[config.mk]
export PLATFORM = sky130hd
export DESIGN_NAME = rob_commit
export DESIGN_NICKNAME = d
export VERILOG_FILES = /design/src/rtl/rob_commit.sv
export SDC_FILE = /design/constraint.sdc
export NUM_CORES = 1
export LEC_CHECK = 0
export ABC_AREA = 1
export BUFFER_PORTS_ARGS = -buffer_cell sky130_fd_sc_hd__buf_2
export CAP_MARGIN = 20
export CELL_PAD_IN_SITES_DETAIL_PLACEMENT = 1
export CELL_PAD_IN_SITES_GLOBAL_PLACEMENT = 1
export CORE_MARGIN = 2
export CORE_UTILIZATION = 44
export CTS_CLUSTER_SIZE = 10
export DETAILED_ROUTE_END_ITERATION = 10
export PLACE_DENSITY = 0.74
export SLEW_MARGIN = 15
export SYNTH_ARGS = -nofsm -noshare
export SYNTH_HDL_FRONTEND = slang
export SYNTH_SLANG_ARGS = --single-unit
[constraint.sdc]
create_clock -name clk1 -period 2.5 [get_ports clk1]
set_input_delay 0.125 -clock clk1 [delete_from_list [all_inputs] [get_ports clk1]]
set_output_delay 0.125 -clock clk1 [all_outputs]
set_load 0.01 [all_outputs]
[src/rtl/rob_commit.sv]
// Reorder buffer with in-order, one-per-cycle registered commit.
// Optional taken-branch flush is enabled by defining ROB_BRANCH_FLUSH_EN.
module rob_commit #(
    parameter int DEPTH  = 8,
    parameter int IDX_W  = 3,
    parameter int DATA_W = 16,
    parameter int FUNC_W = 4,
    parameter int REG_W  = 4
) (
    input  logic              clk1,
    input  logic              rst_n,
    input  logic              alloc_valid,
    input  logic [FUNC_W-1:0] alloc_func,
    input  logic [REG_W-1:0]  alloc_rd,
    output logic              alloc_ready,
    output logic [IDX_W-1:0]  alloc_idx,
    input  logic              cdb_valid,
    input  logic [IDX_W-1:0]  cdb_idx,
    input  logic [DATA_W-1:0] cdb_data,
    output logic              cmt_valid,
    output logic [IDX_W-1:0]  cmt_idx,
    output logic [REG_W-1:0]  cmt_rd,
    output logic [DATA_W-1:0] cmt_data,
    output logic              cmt_reg_we,
    output logic              cmt_mem_we,
    output logic              cmt_flush,
    output logic [IDX_W:0]    count
);

    localparam logic [IDX_W:0]    DEPTH_C   = (IDX_W+1)'(DEPTH);
    localparam logic [FUNC_W-1:0] F_REG_MAX = FUNC_W'(4);
    localparam logic [FUNC_W-1:0] F_STORE   = FUNC_W'(5);
`ifdef ROB_BRANCH_FLUSH_EN
    localparam logic [FUNC_W-1:0] F_BEQ     = FUNC_W'(6);
    localparam logic [FUNC_W-1:0] F_BNEQ    = FUNC_W'(7);
`endif

    logic [DEPTH-1:0]  valid_q, valid_d;
    logic [DEPTH-1:0]  ready_q, ready_d;
    logic [FUNC_W-1:0] func_q [DEPTH];
    logic [FUNC_W-1:0] func_d [DEPTH];
    logic [REG_W-1:0]  rd_q   [DEPTH];
    logic [REG_W-1:0]  rd_d   [DEPTH];
    logic [DATA_W-1:0] data_q [DEPTH];
    logic [DATA_W-1:0] data_d [DEPTH];

    logic [IDX_W-1:0]  head_q, head_d;
    logic [IDX_W-1:0]  tail_q, tail_d;
    logic [IDX_W:0]    count_q, count_d;

    logic              cmt_valid_q, cmt_valid_d;
    logic [IDX_W-1:0]  cmt_idx_q, cmt_idx_d;
    logic [REG_W-1:0]  cmt_rd_q, cmt_rd_d;
    logic [DATA_W-1:0] cmt_data_q, cmt_data_d;
    logic              cmt_reg_we_q, cmt_reg_we_d;
    logic              cmt_mem_we_q, cmt_mem_we_d;
    logic              cmt_flush_q, cmt_flush_d;

    logic              commit_fire;
    logic              alloc_fire;
    logic              head_taken_br;

    assign commit_fire = valid_q[head_q] && ready_q[head_q];

`ifdef ROB_BRANCH_FLUSH_EN
    assign head_taken_br = commit_fire && data_q[head_q][0] &&
                           ((func_q[head_q] == F_BEQ) || (func_q[head_q] == F_BNEQ));
`else
    assign head_taken_br = 1'b0;
`endif

    // Alloc is blocked while a taken branch sits ready at head so the flush cannot drop it.
    assign alloc_ready = (count_q != DEPTH_C) && !head_taken_br;
    assign alloc_idx   = tail_q;
    assign alloc_fire  = alloc_valid && alloc_ready;

    always_comb begin
        valid_d      = valid_q;
        ready_d      = ready_q;
        func_d       = func_q;
        rd_d         = rd_q;
        data_d       = data_q;
        head_d       = head_q;
        tail_d       = tail_q;
        count_d      = count_q + (IDX_W+1)'(alloc_fire) - (IDX_W+1)'(commit_fire);
        cmt_valid_d  = 1'b0;
        cmt_idx_d    = cmt_idx_q;
        cmt_rd_d     = cmt_rd_q;
        cmt_data_d   = cmt_data_q;
        cmt_reg_we_d = cmt_reg_we_q;
        cmt_mem_we_d = cmt_mem_we_q;
        cmt_flush_d  = 1'b0;

        if (cdb_valid && valid_q[cdb_idx]) begin
            ready_d[cdb_idx] = 1'b1;
            data_d[cdb_idx]  = cdb_data;
        end

        if (alloc_fire) begin
            valid_d[tail_q] = 1'b1;
            ready_d[tail_q] = 1'b0;
            func_d[tail_q]  = alloc_func;
            rd_d[tail_q]    = alloc_rd;
            tail_d          = tail_q + IDX_W'(1);
        end

        // Commit is applied last so retiring the head wins over a same-edge CDB rewrite.
        if (commit_fire) begin
            cmt_valid_d     = 1'b1;
            cmt_idx_d       = head_q;
            cmt_rd_d        = rd_q[head_q];
            cmt_data_d      = data_q[head_q];
            cmt_reg_we_d    = (func_q[head_q] <= F_REG_MAX);
            cmt_mem_we_d    = (func_q[head_q] == F_STORE);
            valid_d[head_q] = 1'b0;
            ready_d[head_q] = 1'b0;
            head_d          = head_q + IDX_W'(1);
        end

        if (head_taken_br) begin
            cmt_flush_d = 1'b1;
            valid_d     = '0;
            ready_d     = '0;
            tail_d      = head_q + IDX_W'(1);
            count_d     = '0;
        end
    end

    always_ff @(posedge clk1 or negedge rst_n) begin
        if (!rst_n) begin
            valid_q      <= '0;
            ready_q      <= '0;
            head_q       <= '0;
            tail_q       <= '0;
            count_q      <= '0;
            cmt_valid_q  <= 1'b0;
            cmt_idx_q    <= '0;
            cmt_rd_q     <= '0;
            cmt_data_q   <= '0;
            cmt_reg_we_q <= 1'b0;
            cmt_mem_we_q <= 1'b0;
            cmt_flush_q  <= 1'b0;
        end else begin
            valid_q      <= valid_d;
            ready_q      <= ready_d;
            head_q       <= head_d;
            tail_q       <= tail_d;
            count_q      <= count_d;
            cmt_valid_q  <= cmt_valid_d;
            cmt_idx_q    <= cmt_idx_d;
            cmt_rd_q     <= cmt_rd_d;
            cmt_data_q   <= cmt_data_d;
            cmt_reg_we_q <= cmt_reg_we_d;
            cmt_mem_we_q <= cmt_mem_we_d;
            cmt_flush_q  <= cmt_flush_d;
        end
    end

    // Payload needs no reset; it is only observed through valid/ready.
    always_ff @(posedge clk1) begin
        func_q <= func_d;
        rd_q   <= rd_d;
        data_q <= data_d;
    end

    assign cmt_valid  = cmt_valid_q;
    assign cmt_idx    = cmt_idx_q;
    assign cmt_rd     = cmt_rd_q;
    assign cmt_data   = cmt_data_q;
    assign cmt_reg_we = cmt_reg_we_q;
    assign cmt_mem_we = cmt_mem_we_q;
    assign cmt_flush  = cmt_flush_q;
    assign count      = count_q;

endmodule

==> impl_metrics.csv, run 1 <==
group,metric,value,unit
outcome,status,"complete, no violations",
sta,max_freq,428,MHz
detailed_routing,wire_per_inst,20.1,um
grt,grt_max_degree,115,
synthesis,synth_compound_gate_area_share,9.20,%
critical_path,crit_chain,"inv_4 -> nand2_1 -> nand3_1 -> nand2_1 -> nor2_4 -> nor2_8 -> ha_1 -> inv_1 -> ha_1 -> fa_1 -> xor2_1",
critical_path,startpoint,"head_q[0]",
critical_path,critPathSlowestCell,"dfrtp_4",
sta,slew_violations,0,
grt,grt_pass1_wl,40500,um
placement,dp_hpwl,15000,um
clock_tree,cts_inserted_buffers,28,
synthesis,synthMuxAreaShare,0,%
synthesis,synth_fa_ha_area_share,1.07,%
sta,layout_min_cycle_time,2.34,ns
synthesis,synth_area,10000,um2
sta,worst_slew_pin_slew,0.795,ns
synthesis,synthArstFlopShare,21.3,%
pwr,powerDensity,1200,nW/um2
synthesis,ys_warn_count,0,
floorplanning,die_area,24000,um2
detailed_routing,routed-via-count,6782,
clock_tree,htreeDepth,1,
sta,layout_setup_ws,0.163,ns
sta,setup_viol,0,
placement,placed_cell_area,10600,um2
detailed_routing,antenna_left,0,
clock_tree,clk_pin_slew_worst_paths,0.06,ns
floorplanning,coreArea,22500,um2
floorplanning,io_pins,66,
synthesis,synth_cell_types,30,
clock_tree,clock_sinks,244,
floorplanning,start_util,44.5,%
critical_path,critPathLaunchType,"register",
clock_tree,clk_latency,0.54,ns
sta,min_period_over_period,93.5,%
synthesis,synthSimpleGateAreaFrac,13.8,%
layout,stdcell_area,11700,um2
grt,track_usage,21.8,%
critical_path,worst_setup_path_end_kind,"register",
layout,diodes,0,
detailed_routing,drt-initial-drc-count,366,
floorplanning,die_h,155,um
clock_tree,cts_root_buf,"clkbuf_16",
detailed_routing,drc,0,
grt,overflow,0,
clock_tree,clockBufferDepth,3,
sta,fin_skew,0.0147,ns
floorplanning,num_rows,55,
synthesis,synthCells,867,
layout,final_common_cell,"edfxtp_1",
layout,seqCellArea,7070,um2
pwr,p_leak,4.66,nW
synthesis,yosysSeqAreaShare,70.6,%
pwr,ir_drop,0.000682,V
floorplanning,die_w,155,um
detailed_routing,dr.pass1.iters,4,
placement,io_buffers,64,
critical_path,cp_max_fo,12,
synthesis,synth-xor-area-share,0.262,%
sta,finalHoldViolCount,0,
synthesis,synth-main-ff-cell,"edfxtp_1",
critical_path,cpPeakStageDelay,0.54,ns
hold_path,hp-start,"cdb_idx[2]",
critical_path,crit_required,2.91,ns
critical_path,r2r_start,"head_q[0]",
clock_tree,cts_setup_buffers,0,
critical_path,crit_family,"adder cells",
synthesis,syn-num-nets,906,
layout,multi_input_area,2450,um2
synthesis,synth_seq_cells,244,
detailed_routing,totalWireLength,25500,um
hold_path,worstHoldPathType,"in -> reg",
detailed_routing,via_per_inst,5.33,
grt,antenna_found_initial,0,
layout,layout_common_cells,"192 x edfxtp_1, 150 x nand2_1, 129 x nor2_1",
synthesis,synth_top_family_by_area,"simple AND/OR/NAND/NOR gates",
layout,fill_cells,2404,
flow_run,max_cap_violations,0,
synthesis,synth-edff-count,192,
placement,dp_slack,0.123,ns
layout,drive_above_1_share,14.3,%
sta,slew_headroom,47.0,%
critical_path,critical_path_class,"reg -> reg",
sta,rsz0062_at_grt,"no",
critical_path,arrival,2.75,ns
placement,gp_congestion,0.826,
grt,grt_pass1_vias,7256,
layout,layout.nets,1007,
layout,area_delta_synth_final,17.0,%
critical_path,cp.buffers_inverters,2,
clock_tree,cts_tree,"built",
synthesis,synth_area_per_cell,11.6,um2
sta,setup_tns,0,ns
## cells in the mapped netlist, types with 6 or more instances
| master | number | area [um2] |
|---|---|---|
| edfxtp_1 | 192 | 5770 |
| nand2_1 | 150 | 563 |
| nor2_1 | 131 | 492 |
| o21ai_0 | 92 | 460 |
| inv_1 | 65 | 244 |
| dfrtp_1 | 52 | 1300 |
| o22ai_1 | 40 | 250 |
| nand3_1 | 26 | 130 |
| buf_2 | 18 | 90.1 |
| o21ai_1 | 15 | 75.1 |
| o211ai_1 | 12 | 90.1 |
| clkbuf_1 | 11 | 41.3 |
| a21oi_1 | 9 | 45.0 |
| buf_4 | 7 | 52.6 |
| ha_1 | 7 | 87.6 |
| buf_6 | 6 | 67.6 |
| nand2_2 | 6 | 37.5 |
## layout make-up
cell class | instances | area share [%]
Clock buffer | 47 | 6.67
Timing Repair Buffer | 113 | 6.66
Clock inverter | 2 | 0.181
Tap cell | 285 | 3.04
Sequential cell | 244 | 60.3
Multi-Input combinational cell | 512 | 20.9
Inverter | 69 | 2.24
## logic make-up (layout without fill, tap and decap cells)
kind of cell / count (synthesis) / count (layout)
xor+xnor: 3 / 3
compound gates: 168 / 168
simple gates: 332 / 332
buf+inv: 111 / 231
other cells: 1 / 1
flops: 244 / 244
fa+ha+maj: 8 / 8
## sequential cells by signal, summed over array words and instances, names as in the netlist, 4 cells and up
register  count
func_q       32
count         4
cmt_data     16
data_q      128
cmt_rd        4
rd_q         32
valid_q       8
ready_q       8
## worst register-to-register path, cell delays in order (launching register included)
cell and delay, ns:
dfrtp_4 0.54, inv_4 0.14, nand2_1 0.07, nand3_1 0.08, nand2_1 0.11, nor2_4 0.18, nor2_8 0.04, ha_1 0.27
inv_1 0.04, ha_1 0.20, fa_1 0.38, xor2_1 0.17
## routing by layer
layer / track usage [%] / vias to the layer above / wire, um
met5: 0 / - / 0
met4: 7.80 / 0 / 663
met3: 3.20 / 55 / 1030
met2: 38.2 / 139 / 13000
met1: 27.8 / 3404 / 10800
li1: - / 3184 / -
## path summary, 6_finish.rpt
check,slack (ns),end,cells after the start
setup / recovery,0.16,count[2],11
hold / removal,0.12,ready_q[0],6
setup reg to reg,0.16,count[2],11
hold reg to reg,0.47,cmt_rd[2],2
max in group asynchronous,1.65,cmt_data[9],3
min in group asynchronous,0.21,count[1],2
## per-stage QoR
stage,std cells,utilization (%),hold WS [ns],power [mW]
after global placement,1196,47.3,0.247,10.2
after floorplan,867,-,-0.171,8.89
after global routing,1272,52.1,0.112,15.0
after CTS,1272,52.1,0.0890,14.2
final,1272,52.1,0.117,14.0
after detailed placement,1196,47.3,0.251,10.5
## what timing repair did
action,CTS,global route
resized for setup,0,1
setup endpoints to repair,0,1
hold buffers,27,0
hold endpoints to repair,222,0
## report_power, final
group	internal, mW	switching [mW]	leakage, nW	total [mW]
Combinational	1.54	3.48	1.91	5.02
Clock	2.11	1.53	0.384	3.63
Sequential	5.04	0.326	2.36	5.37
Power figures use the tool's default switching activity.
==> inputs of run 2 (changes only) <==
PLACE_DENSITY = 0.79   (was 0.74)
==> run 2 against run 1 <==
Effect of this change: hold slack worse by 0.087 ns; critical path depth stayed put; critical path type unchanged; count of clock-buffer cells in the layout is 3 higher; final cell count is 0.55% higher; register-to-register slack worse by 0.04 ns; core utilization is 0.22 points higher; first-iteration DRC count is 15% higher.
==> impl_metrics.csv, run 2 (synthesis gave the netlist of run 1 again) <==
group,metric,value,unit
clock_tree,cts_inserted_buffers,28,
hold_path,worstHoldPathType,"in -> reg",
detailed_routing,drc,0,
critical_path,cp_max_fo,15,
critical_path,worst_setup_path_end_kind,"register",
detailed_routing,wire_per_inst,21.5,um
critical_path,critPathSlowestCell,"dfrtp_4",
detailed_routing,via_per_inst,5.44,
layout,layout_common_cells,"192 x edfxtp_1, 150 x nand2_1, 129 x nor2_1",
pwr,p_sw_share,38.7,%
placement,io_buffers,64,
floorplanning,die_h,155,um
sta,setup_viol,0,
detailed_routing,dr.pass1.iters,5,
layout,reg_top3,"data_q x128, func_q x32, rd_q x32",
clock_tree,clk_pin_slew_worst_paths,0.06,ns
grt,overflow,0,
layout,area_delta_synth_final,17.5,%
pwr,finalPower,14.3,mW
clock_tree,htreeDepth,1,
placement,dp_slack,0.0869,ns
sta,layout_setup_ws,0.123,ns
pwr,powerDensity,1220,nW/um2
clock_tree,clock_sinks,244,
critical_path,critPathLaunchType,"register",
placement,dp_hpwl,16800,um
pwr,seqPwrFrac,37.5,%
critical_path,crit_required,2.92,ns
flow_run,max_cap_violations,0,
pwr,ir_drop,0.000744,V
clock_tree,clk_latency,0.55,ns
layout,largest_reg_flops,128,
pwr,p_clk_share,25.9,%
clock_tree,cts_root_buf,"clkbuf_16",
placement,gp_congestion,0.825,
pwr,switchingPower,5.54,mW
sta,slew_violations,0,
pwr,intPower,8.76,mW
sta,max_freq,421,MHz
sta,layout_min_cycle_time,2.38,ns
detailed_routing,drt-initial-drc-count,421,
grt,grt_max_degree,110,
sta,slew_headroom,41.3,%
detailed_routing,antenna_left,0,
critical_path,crit_family,"adder cells",
detailed_routing,routed-via-count,6956,
sta,setup_tns,0,ns
layout,fill_cells,2362,
critical_path,cp.buffers_inverters,2,
outcome,status,"complete, no violations",
floorplanning,num_rows,55,
sta,fin_skew,0.0103,ns
sta,rsz0062_at_grt,"no",
layout,drive_above_1_share,14.6,%
clock_tree,cts_tree,"built",
grt,grt_pass1_wl,42600,um
critical_path,cpPeakStageDelay,0.48,ns
sta,min_period_over_period,95.1,%
layout,regMostFlops,"data_q",
layout,diodes,0,
pwr,p_leak,4.68,nW
clock_tree,clockBufferDepth,3,
critical_path,arrival,2.80,ns
grt,grt_pass1_vias,7549,
grt,antenna_found_initial,0,
floorplanning,io_pins,66,
critical_path,crit_chain,"clkinv_2 -> nand2_1 -> nand3_1 -> nand2_1 -> nor2_4 -> nor2_8 -> ha_1 -> inv_1 -> ha_1 -> fa_1 -> xor2_1",
sta,worst_slew_pin_slew,0.880,ns
layout,final_common_cell,"edfxtp_1",
layout,layout.nets,1011,
sta,finalHoldViolCount,0,
pwr,combinationalPowerShare,36.6,%
floorplanning,die_w,155,um
sta,hold_ws,0.0297,ns
floorplanning,coreArea,22500,um2
detailed_routing,totalWireLength,27500,um
floorplanning,start_util,44.5,%
critical_path,critical_path_class,"reg -> reg",
grt,track_usage,23.3,%
floorplanning,die_area,24000,um2
[run 2: path summary, 6_finish.rpt]
kind,from,to,slack [ns],cells past startpoint
hold reg to reg,cmt_reg_we,cmt_reg_we,0.47,2
min in group asynchronous,rst_n,cmt_mem_we,0.22,2
max in group asynchronous,rst_n,cmt_data[6],1.62,3
setup / recovery,head_q[0],count[2],0.12,11
hold / removal,cdb_valid,ready_q[0],0.03,4
setup reg to reg,head_q[0],count[2],0.12,11
[run 2: power by group through the flow]
stage          Sequential (mW)  Combinational, mW  Clock (mW)
2_1_floorplan             5.48               3.41           0
3_3_place_gp              5.40               4.86           0
3_5_place_dp              5.43               5.15           0
4_1_cts                   5.37               5.23        3.76
5_1_grt                   5.43               5.85        3.91
6_report                  5.37               5.23        3.70
[run 2: routing by layer]
layer  vias to the layer above  GRT usage [%]  wire [um]
li1                       3183              -          -
met1                      3543           28.6      11200
met2                       175           42.3      14400
met3                        55           3.45       1140
met4                         0           7.58        728
met5                         -              0          0
[run 2: what timing repair did]
item	4_1_cts	5_1_grt
endpoints found under the hold margin	220	0
resized for setup	0	1
hold buffers	26	0
setup endpoints to repair	0	1
setup buffers	0	0
[run 2: layout make-up]
type / count / area [um2] / area share [%]
sequential: 244 / 7070 / 60.1
multi-input combinational: 512 / 2450 / 20.8
timing repair buffer: 117 / 816 / 6.93
clock buffer: 50 / 783 / 6.66
tap: 285 / 357 / 3.03
inverter: 69 / 262 / 2.22
clock inverter: 2 / 35.0 / 0.298
[run 2: through the flow]
stage / std cells / area, um2 / util, %
6_report: 1279 / 11800 / 52.3
2_1_floorplan: 867 / 10000 / -
4_1_cts: 1278 / 11700 / 52.2
3_5_place_dp: 1200 / 10700 / 47.4
5_1_grt: 1279 / 11800 / 52.3
3_3_place_gp: 1200 / 10700 / 47.4
[run 2: worst register-to-register path, stage by stage, from the launching register on]
cell,delay [ns]
dfrtp_4,0.48
clkinv_2,0.17
nand2_1,0.08
nand3_1,0.09
nand2_1,0.11
nor2_4,0.18
nor2_8,0.05
ha_1,0.27
inv_1,0.04
ha_1,0.20
fa_1,0.41
xor2_1,0.18
==> inputs of run 3 (changes only) <==
CORE_MARGIN = 1.5   (was 2)
CORE_UTILIZATION = 45   (was 44)
CTS_BUF_LIST = sky130_fd_sc_hd__clkbuf_4 sky130_fd_sc_hd__clkbuf_8   (was unset)
PLACE_DENSITY = 0.81   (was 0.79)
==> run 3 against run 2 <==
Effect of this change: via count grew 1.5%; register-to-register slack is essentially flat; final cell count grew 1.6%; highest routed layer unchanged; critical path type unchanged; clock power shrank 4%; sequential share of layout area grew 0.15 points.
==> impl_metrics.csv, run 3 (synthesis gave the netlist of run 1 again) <==
group,metric,value,unit
sta,max_freq,423,MHz
grt,antenna_found_initial,0,
critical_path,critical_path_class,"reg -> reg",
layout,largest_reg_flops,128,
detailed_routing,wl_met1,11000,um
sta,setup_tns,0,ns
detailed_routing,drc,0,
clock_tree,htreeDepth,2,
critical_path,crit_required,2.94,ns
sta,rsz0062_at_grt,"no",
sta,layout_min_cycle_time,2.36,ns
sta,finalHoldViolCount,0,
grt,track_usage,23.4,%
detailed_routing,met2WireLength,13600,um
layout,drive_above_1_share,17.8,%
detailed_routing,routed-via-count,7058,
layout,stdcell_area,11700,um2
detailed_routing,drt-initial-drc-count,492,
floorplanning,coreArea,21800,um2
floorplanning,start_util,45.9,%
detailed_routing,top_layer_used,"met4",
placement,placed_cell_area,10600,um2
placement,dp_slack,0.151,ns
placement,gp_congestion,0.811,
layout,diodes,0,
sta,min_period_over_period,94.6,%
critical_path,arrival,2.81,ns
pwr,p_leak,4.72,nW
detailed_routing,via_per_inst,5.43,
clock_tree,cts_inserted_buffers,42,
detailed_routing,totalWireLength,26700,um
hold_path,worstHoldPathType,"in -> reg",
layout,area_delta_synth_final,17.2,%
layout,reg_top3,"data_q x128, func_q x32, rd_q x32",
flow_run,max_cap_violations,0,
placement,io_buffers,64,
clock_tree,clock_sinks,244,
clock_tree,cts_tree,"built",
sta,slew_headroom,34.0,%
grt,grt_pass1_wl,41900,um
floorplanning,io_pins,66,
sta,setup_viol,0,
sta,worst_slew_pin_slew,0.990,ns
sta,slew_violations,0,
sta,layout_setup_ws,0.135,ns
critical_path,worst_setup_path_end_kind,"register",
grt,overflow,0,
grt,grt_max_degree,93,
layout,layout_common_cells,"192 x edfxtp_1, 150 x nand2_1, 129 x nor2_1",
floorplanning,die_area,23200,um2
detailed_routing,antenna_left,0,
critical_path,critPathLaunchType,"register",
clock_tree,cts_setup_buffers,0,
clock_tree,cts_root_buf,"clkbuf_8",
pwr,powerDensity,1200,nW/um2
layout,final_common_cell,"edfxtp_1",
clock_tree,clockBufferDepth,3,
detailed_routing,wl_met3,1270,um
floorplanning,die_w,152,um
critical_path,cp_max_fo,11,
outcome,status,"complete, no violations",
layout,regMostFlops,"data_q",
clock_tree,clk_pin_slew_worst_paths,0.06,ns
pwr,ir_drop,0.000818,V
placement,dp_hpwl,15900,um
sta,fin_skew,0.0252,ns
floorplanning,die_h,152,um
floorplanning,num_rows,54,
clock_tree,clk_latency,0.56,ns
grt,grt_pass1_vias,7573,
detailed_routing,dr.pass1.iters,4,
detailed_routing,wire_per_inst,20.5,um
layout,layout.nets,1025,
-- run 3: changes by cell type in the layout (fill, tap and decap cells not counted), sizes merged --
cell         previous run  this run
clkinv                  4        17
buf                    91        90
dlygate4sd3            26        27
clkinvlp                0         2
clkbuf                 50        59
inv                    67        69
-- run 3: repair_timing --
action | 4_1_cts | 5_1_grt
setup endpoints to repair | 0 | 2
resized for setup | 0 | 1
hold endpoints to repair | 232 | 0
hold buffers | 27 | 0
-- run 3: report_power, final --
part | leakage, nW | internal, mW | switching (mW)
Clock | 0.436 | 1.90 | 1.65
Combinational | 1.92 | 1.58 | 3.53
Sequential | 2.36 | 5.04 | 0.342
Total | 4.72 | 8.52 | 5.53
-- run 3: path summary, 6_finish.rpt --
path | cells after the start | endpoint | start | slack, ns
hold / removal | 6 | ready_q[0] | cdb_idx[2] | 0.08
max in group asynchronous | 3 | cmt_data[4] | rst_n | 1.37
hold reg to reg | 2 | cmt_data[0] | cmt_data[0] | 0.48
min in group asynchronous | 2 | cmt_valid | rst_n | 0.27
setup / recovery | 11 | count[2] | head_q[0] | 0.14
setup reg to reg | 11 | count[2] | head_q[0] | 0.14
-- run 3: per-layer routing --
metal | global-route usage [%] | up-vias
met2 | 41.4 | 208
met3 | 3.98 | 62
met1 | 28.6 | 3553
met5 | 0 | -
met4 | 8.92 | 0
li1 | - | 3235
-- run 3: area by class of cell --
class                      instances  area [um2]
tap                              280         350
multi-input combinational        512        2450
timing repair buffer             117         786
clock buffer                      59         731
fill                            2310       10100
clock inverter                    19        93.8
sequential                       244        7070
inverter                          69         263
-- run 3: metrics by stage --
| stage | cells | power (mW) | hold slack (ns) | utilization [%] |
|---|---|---|---|---|
| CTS | 1300 | 14.1 | 0.0514 | 53.8 |
| global placement | 1195 | 10.2 | 0.321 | 48.8 |
| finish | 1300 | 14.0 | 0.0762 | 53.8 |
| detailed placement | 1195 | 10.5 | 0.328 | 48.8 |
| global route | 1300 | 14.9 | 0.106 | 53.8 |
| floorplan | 867 | 8.89 | -0.171 | - |
-- run 3: critical path, cell delays in order, from the launching register on --
cell and delay, ns:
dfrtp_4 0.54, inv_4 0.13, nand2_1 0.08, nand3_1 0.10, nand2_1 0.11, nor2_4 0.18
nor2_8 0.04, ha_1 0.26, inv_1 0.04, ha_1 0.20, fa_1 0.39, xor2_1 0.17
